File: src/rtl/axi4s_packet_limiter_if.sv
// AXI4-Stream beat bundle shared by the packet limiter's ingress and egress sides.
// terror travels with tlast on the egress side only; the slave view omits it.
interface axi4s_packet_limiter_if #(
   parameter int WIDTH = 64
);
   logic [WIDTH-1:0] tdata;
   logic             tvalid;
   logic             tready;
   logic             tlast;
   logic             terror;

   modport master (output tdata, tvalid, tlast, terror, input tready);
   modport slave  (input tdata, tvalid, tlast, output tready);
endinterface

File: src/rtl/axi4s_packet_limiter.sv
// Ingress packet policer: truncates packets longer than MAX_BEATS with a forced tlast,
// flags runts shorter than MIN_BEATS, and reports both through terror on the last beat.
module axi4s_packet_limiter #(
   parameter int WIDTH     = 64,
   parameter int MAX_BEATS = 256,
   parameter int MIN_BEATS = 1,
   parameter int STAT_W    = 16
) (
   input  logic                  clk,
   input  logic                  rst_n,
   input  logic                  clear,
   axi4s_packet_limiter_if.slave  i_axis,
   axi4s_packet_limiter_if.master o_axis,
   output logic [STAT_W-1:0]     trunc_count,
   output logic [STAT_W-1:0]     runt_count
);
   localparam int CNT_W = $clog2(MAX_BEATS + 1);
   localparam logic [CNT_W-1:0] MAX_C = CNT_W'(MAX_BEATS);
   localparam logic [CNT_W-1:0] MIN_C = CNT_W'(MIN_BEATS);

   typedef enum logic {ST_PASS, ST_DROP} state_e;

   state_e             state_q, state_d;
   logic [CNT_W-1:0]   cnt_q, cnt_d, cnt_inc;
   logic [WIDTH-1:0]   tdata_q, tdata_d;
   logic               tvalid_q, tvalid_d;
   logic               tlast_q, tlast_d;
   logic               terror_q, terror_d;
   logic [STAT_W-1:0]  trunc_q, trunc_d;
   logic [STAT_W-1:0]  runt_q, runt_d;
   logic               in_ready, accept, force_last, is_runt;

   always_comb begin
      // NOTE: every signal written here gets a default first, so no path can infer a latch.
      state_d    = state_q;
      cnt_d      = cnt_q;
      cnt_inc    = cnt_q + 1'b1;
      tdata_d    = tdata_q;
      tvalid_d   = tvalid_q;
      tlast_d    = tlast_q;
      terror_d   = terror_q;
      trunc_d    = trunc_q;
      runt_d     = runt_q;
      force_last = 1'b0;
      is_runt    = 1'b0;

      if (!rst_n || clear)         in_ready = 1'b0;
      else if (state_q == ST_DROP) in_ready = 1'b1;
      else                         in_ready = !tvalid_q || o_axis.tready;
      accept = in_ready && i_axis.tvalid;

      if (tvalid_q && o_axis.tready) tvalid_d = 1'b0;

      if (clear) begin
         tvalid_d = 1'b0;
         state_d  = ST_PASS;
         cnt_d    = '0;
      end else if (accept) begin
         if (state_q == ST_DROP) begin
            // Remainder of a truncated packet: consumed without touching the output stage.
            cnt_d = '0;
            if (i_axis.tlast) state_d = ST_PASS;
         end else begin
            force_last = (cnt_inc == MAX_C) && !i_axis.tlast;
            is_runt    = i_axis.tlast && (cnt_inc < MIN_C);
            tvalid_d   = 1'b1;
            tdata_d    = i_axis.tdata;
            tlast_d    = i_axis.tlast || force_last;
            terror_d   = force_last || is_runt;
            cnt_d      = (i_axis.tlast || force_last) ? '0 : cnt_inc;
            if (force_last) state_d = ST_DROP;
            if (force_last && !(&trunc_q)) trunc_d = trunc_q + 1'b1;
            if (is_runt && !(&runt_q))     runt_d  = runt_q + 1'b1;
         end
      end
   end

   always_ff @(posedge clk) begin
      // NOTE: reset is tested inside the clocked block, making it synchronous; state uses <= only.
      if (!rst_n) begin
         state_q  <= ST_PASS;
         cnt_q    <= '0;
         tdata_q  <= '0;
         tvalid_q <= 1'b0;
         tlast_q  <= 1'b0;
         terror_q <= 1'b0;
         trunc_q  <= '0;
         runt_q   <= '0;
      end else begin
         state_q  <= state_d;
         cnt_q    <= cnt_d;
         tdata_q  <= tdata_d;
         tvalid_q <= tvalid_d;
         tlast_q  <= tlast_d;
         terror_q <= terror_d;
         trunc_q  <= trunc_d;
         runt_q   <= runt_d;
      end
   end

   assign i_axis.tready = in_ready;
   assign o_axis.tdata  = tdata_q;
   assign o_axis.tvalid = tvalid_q;
   assign o_axis.tlast  = tlast_q;
   assign o_axis.terror = terror_q;
   assign trunc_count   = trunc_q;
   assign runt_count    = runt_q;
endmodule

File: src/flat_wrapper.sv
// flat-port wrapper written by rule: the top's interface ports become plain ports
module axi4s_packet_limiter_flat 
#(
   parameter int WIDTH     = 64,
   parameter int MAX_BEATS = 256,
   parameter int MIN_BEATS = 1,
   parameter int STAT_W    = 16
)
  (clk, rst_n, clear, trunc_count, runt_count, i_axis_tdata, i_axis_tvalid, i_axis_tlast, i_axis_tready, o_axis_tdata, o_axis_tvalid, o_axis_tlast, o_axis_terror, o_axis_tready);
  axi4s_packet_limiter_if #(.WIDTH(WIDTH)) i_axis_i ();
  axi4s_packet_limiter_if #(.WIDTH(WIDTH)) o_axis_i ();
  input  logic clk;
  input  logic rst_n;
  input  logic clear;
  output logic [STAT_W-1:0] trunc_count;
  output logic [STAT_W-1:0] runt_count;
  input wire logic [$bits(i_axis_i.tdata)-1:0] i_axis_tdata;
  input wire logic [$bits(i_axis_i.tvalid)-1:0] i_axis_tvalid;
  input wire logic [$bits(i_axis_i.tlast)-1:0] i_axis_tlast;
  output wire logic [$bits(i_axis_i.tready)-1:0] i_axis_tready;
  output wire logic [$bits(o_axis_i.tdata)-1:0] o_axis_tdata;
  output wire logic [$bits(o_axis_i.tvalid)-1:0] o_axis_tvalid;
  output wire logic [$bits(o_axis_i.tlast)-1:0] o_axis_tlast;
  output wire logic [$bits(o_axis_i.terror)-1:0] o_axis_terror;
  input wire logic [$bits(o_axis_i.tready)-1:0] o_axis_tready;
  assign i_axis_i.tdata = i_axis_tdata;
  assign i_axis_i.tvalid = i_axis_tvalid;
  assign i_axis_i.tlast = i_axis_tlast;
  assign i_axis_tready = i_axis_i.tready;
  assign o_axis_tdata = o_axis_i.tdata;
  assign o_axis_tvalid = o_axis_i.tvalid;
  assign o_axis_tlast = o_axis_i.tlast;
  assign o_axis_terror = o_axis_i.terror;
  assign o_axis_i.tready = o_axis_tready;
  axi4s_packet_limiter #(.WIDTH(WIDTH), .MAX_BEATS(MAX_BEATS), .MIN_BEATS(MIN_BEATS), .STAT_W(STAT_W)) u_core (.clk(clk), .rst_n(rst_n), .clear(clear), .i_axis(i_axis_i), .o_axis(o_axis_i), .trunc_count(trunc_count), .runt_count(runt_count));
endmodule
File: config.mk
export PLATFORM = sky130hd
export DESIGN_NAME = axi4s_packet_limiter_flat
export DESIGN_NICKNAME = d
export VERILOG_FILES = /design/src/rtl/axi4s_packet_limiter_if.sv /design/src/rtl/axi4s_packet_limiter.sv /design/src/flat_wrapper.sv
export SDC_FILE = /design/constraint.sdc
export NUM_CORES = 1
export LEC_CHECK = 0
export ABC_AREA = 1
export CORE_AREA = 2 2 112 114
export CTS_BUF_LIST = sky130_fd_sc_hd__clkbuf_8
export CTS_CLUSTER_DIAMETER = 40
export DETAILED_ROUTE_END_ITERATION = 8
export DIE_AREA = 0 0 114 116
export HOLD_SLACK_MARGIN = 0.03
export MAX_ROUTING_LAYER = met4
export PLACE_DENSITY = 0.71
export SLEW_MARGIN = 40
export SYNTH_ARGS = -nofsm -noshare
export SYNTH_HDL_FRONTEND = slang
export SYNTH_SLANG_ARGS = --single-unit
File: constraint.sdc
create_clock -name clk -period 2.4 [get_ports clk]
set_clock_uncertainty 0.1 [all_clocks]
set_input_delay 0.72 -clock clk [delete_from_list [all_inputs] [get_ports clk]]
set_output_delay 0.72 -clock clk [all_outputs]
set_load 0.01 [all_outputs]
==> impl_metrics.toml <==
[status]
outcome = "completed"

[die]
rows = 40
die_x_um = 114
start_util_pct = 39.7
pin_count = 170
fp.coreArea_um2 = 11900
die_area_um2 = 13200
die_height_um = 116

[sta]
fmax_mhz = 422
slew_headroom_pct = 50.9
slew_violations = 0
min_period_over_period_pct = 98.8
whs_ns = 0.368
hold_viol = 0
tns_ns = 0
setup_viol = 0
finalCriticalPeriod_ns = 2.37
worstMarginPinSlew_ns = 0.737

[cells_and_area]
syn2layout_area_growth_pct = 45.4
fill_cells = 1133
final_util_pct = 57.7
layout.cells.non_filler = 994
final_area_um2 = 6880
fin_nets = 915
drive_gt1_share_pct = 8.15
diodes = 0

[synthesis]
syn_inst = 669
synth_seq_cells = 109
async_flop_share_pct = 0
synthSimpleGateAreaFrac_pct = 33.3
synth_top_family_by_area = "simple AND/OR/NAND/NOR gates"
yosysWarningCount = 0
synthAdderAreaFrac_pct = 0.793
muxShareOfSynthArea_pct = 0
ys.flop_type = "dfxtp_1"
synth_cell_types = 32
synth_edf_count = 0
avgSynthCellArea_um2 = 7.07
syn_nets = 742
syn_area_um2 = 4730
seq_area_frac_synth_pct = 46.1
synth_compound_area_share_pct = 12.9
synth_xor_area_share_pct = 0

[grt]
grt_max_degree = 69
grt_pass1_vias = 4597
use_met1_pct = 22.6
grtUsageTotal_pct = 20.5
use_met2_pct = 34.4
grt_busiest_layer = "met2"
antenna_found_initial = 0
grt_overflow_total = 0
met3_usage_pct = 8.16
grt_pass1_wl_um = 20900

[critical_path]
worstPathRequired_ns = 1.58
end_kind = "output pin"
cp_max_fo = 2
crit_type = "in -> out"
start_kind = "primary input"
cp.arrival_ns = 1.55

[pwr]
power.density_nw_per_um2 = 493
cellLeakagePower_nw = 2.53
vdd_drop_max_uv = 674

[clocking]
root_buffer = "clkbuf_8"
cts_buffers = 9
htree_levels = 3
clk_pin_slew_worst_paths_ns = 0.09
cts_buffer_depth = 2
clock_latency_ns = 0.39
cts_tree = "done"
cts_sinks = 109

[placement]
place_area_um2 = 6630
hpwl_um = 9450
gp_congestion = 0.884
dpl.cell_count = 975
numPortBuffers = 169

[route]
drtIter0Drc = 226
vias_per_cell = 4.87
firstDrtPassIters = 4
routed_wl_um = 13100
via_count = 4839
antenna_left = 0
wl_per_cell_um = 13.2
drcViolationCount = 0

[min_path]
hp-class = "reg -> reg"

[run]
max_cap_violations = 0
[metrics by stage]
| step | total power [mW] | worst slack [ns] |
|---|---|---|
| floorplan | 2.03 | 0.339 |
| global placement | 2.25 | -0.549 |
| detailed placement | 2.26 | -0.538 |
| CTS | 3.44 | 0.000289 |
| global route | 3.55 | -0.00276 |
| finish | 3.39 | 0.0282 |
[repair_timing]
action,in CTS,in global routing
pin swaps,2,1
buffers inserted,1,2
setup endpoints to repair,1,11
gates resized for setup,6,7
hold buffers,0,0
[flip-flops by register name, indices dropped and copies added, names as in the netlist]
register / cells
u_core.cnt_q: 9
u_core.o_axis.tdata: 64
u_core.o_axis.terror: 1
u_core.o_axis.tlast: 1
u_core.o_axis.tvalid: 1
u_core.runt_count: 16
u_core.state_q: 1
u_core.trunc_count: 16
[power breakdown]
group	switching (mW)	total, mW	internal (mW)
combinational	0.152	0.353	0.201
clock	0.650	1.17	0.520
sequential	0.0195	1.86	1.84
total	0.822	3.39	2.57
[final timing paths]
path                                              from                                   end  slack [ns]  cells after the start
setup / recovery                         o_axis_tready                         i_axis_tready        0.03                      6
hold / removal    u_core.o_axis.tdata[40]$_SDFFE_PN0P_  u_core.o_axis.tdata[40]$_SDFFE_PN0P_        0.37                      2
setup reg to reg          u_core.cnt_q[1]$_SDFFE_PP0P_     u_core.runt_count[9]$_SDFFE_PN0P_        0.21                     12
hold reg to reg   u_core.o_axis.tdata[40]$_SDFFE_PN0P_  u_core.o_axis.tdata[40]$_SDFFE_PN0P_        0.37                      2
[Yosys cell counts (all sizes together) (2+ instances only)]
library cell	count	area, µm²
a21oi	97	497
and3	3	18.8
buf	11	71.3
clkbuf	16	60.1
clkinv	2	7.51
dfxtp	109	2180
ha	3	37.5
inv	50	188
nand2	236	898
nand3	37	215
nand4	6	37.5
nor2	70	345
nor3	6	30.0
nor3b	2	15.0
o21ai	13	65.1
o21bai	4	33.8
[placed cells by master, fill, tap and decap left out, drive strengths merged]
cell type / instances
dlygate4sd2: 1
o211ai: 1
o21bai: 4
and2: 1
clkbuf: 10
nor2: 70
nor3: 6
nand3b: 1
and3: 3
dlymetal6s2s: 1
clkdlybuf4s50: 166
bufinv: 1
clkinv: 3
a21oi: 97
buf: 21
clkinvlp: 2
inv: 52
dfxtp: 109
o21ai: 13
a211oi: 1
nand3: 37
nand2: 236
nor3b: 2
nand4: 6
ha: 3
[cell families after synthesis]
group           after synthesis
flops                       109
simple gates                362
buf+inv                      79
fa+ha+maj                     3
compound gates              116
[final cells by class]
type	count	area (µm²)	area share, %
clock buffers	10	138	2.00
clock inverters	6	70.1	1.02
inverters	52	195	2.84
multi-input cells	481	2240	32.6
flip-flops and latches	109	2180	31.7
well taps	147	184	2.67
repair buffers	189	1860	27.1
[layer usage]
metal	vias to the layer above	part of all wire, %
li1	2474	-
met1	2220	43
met2	136	49
met3	9	7.1
met4	0	1.1
met5	-	0
[critical path, stage by stage]
cell,delay [ns]
clkdlybuf4s50_1,0.46
inv_1,0.06
nand3_2,0.07
nand2_2,0.06
inv_2,0.05
buf_2,0.12
Note: power is estimated with default switching activity, not from simulation.
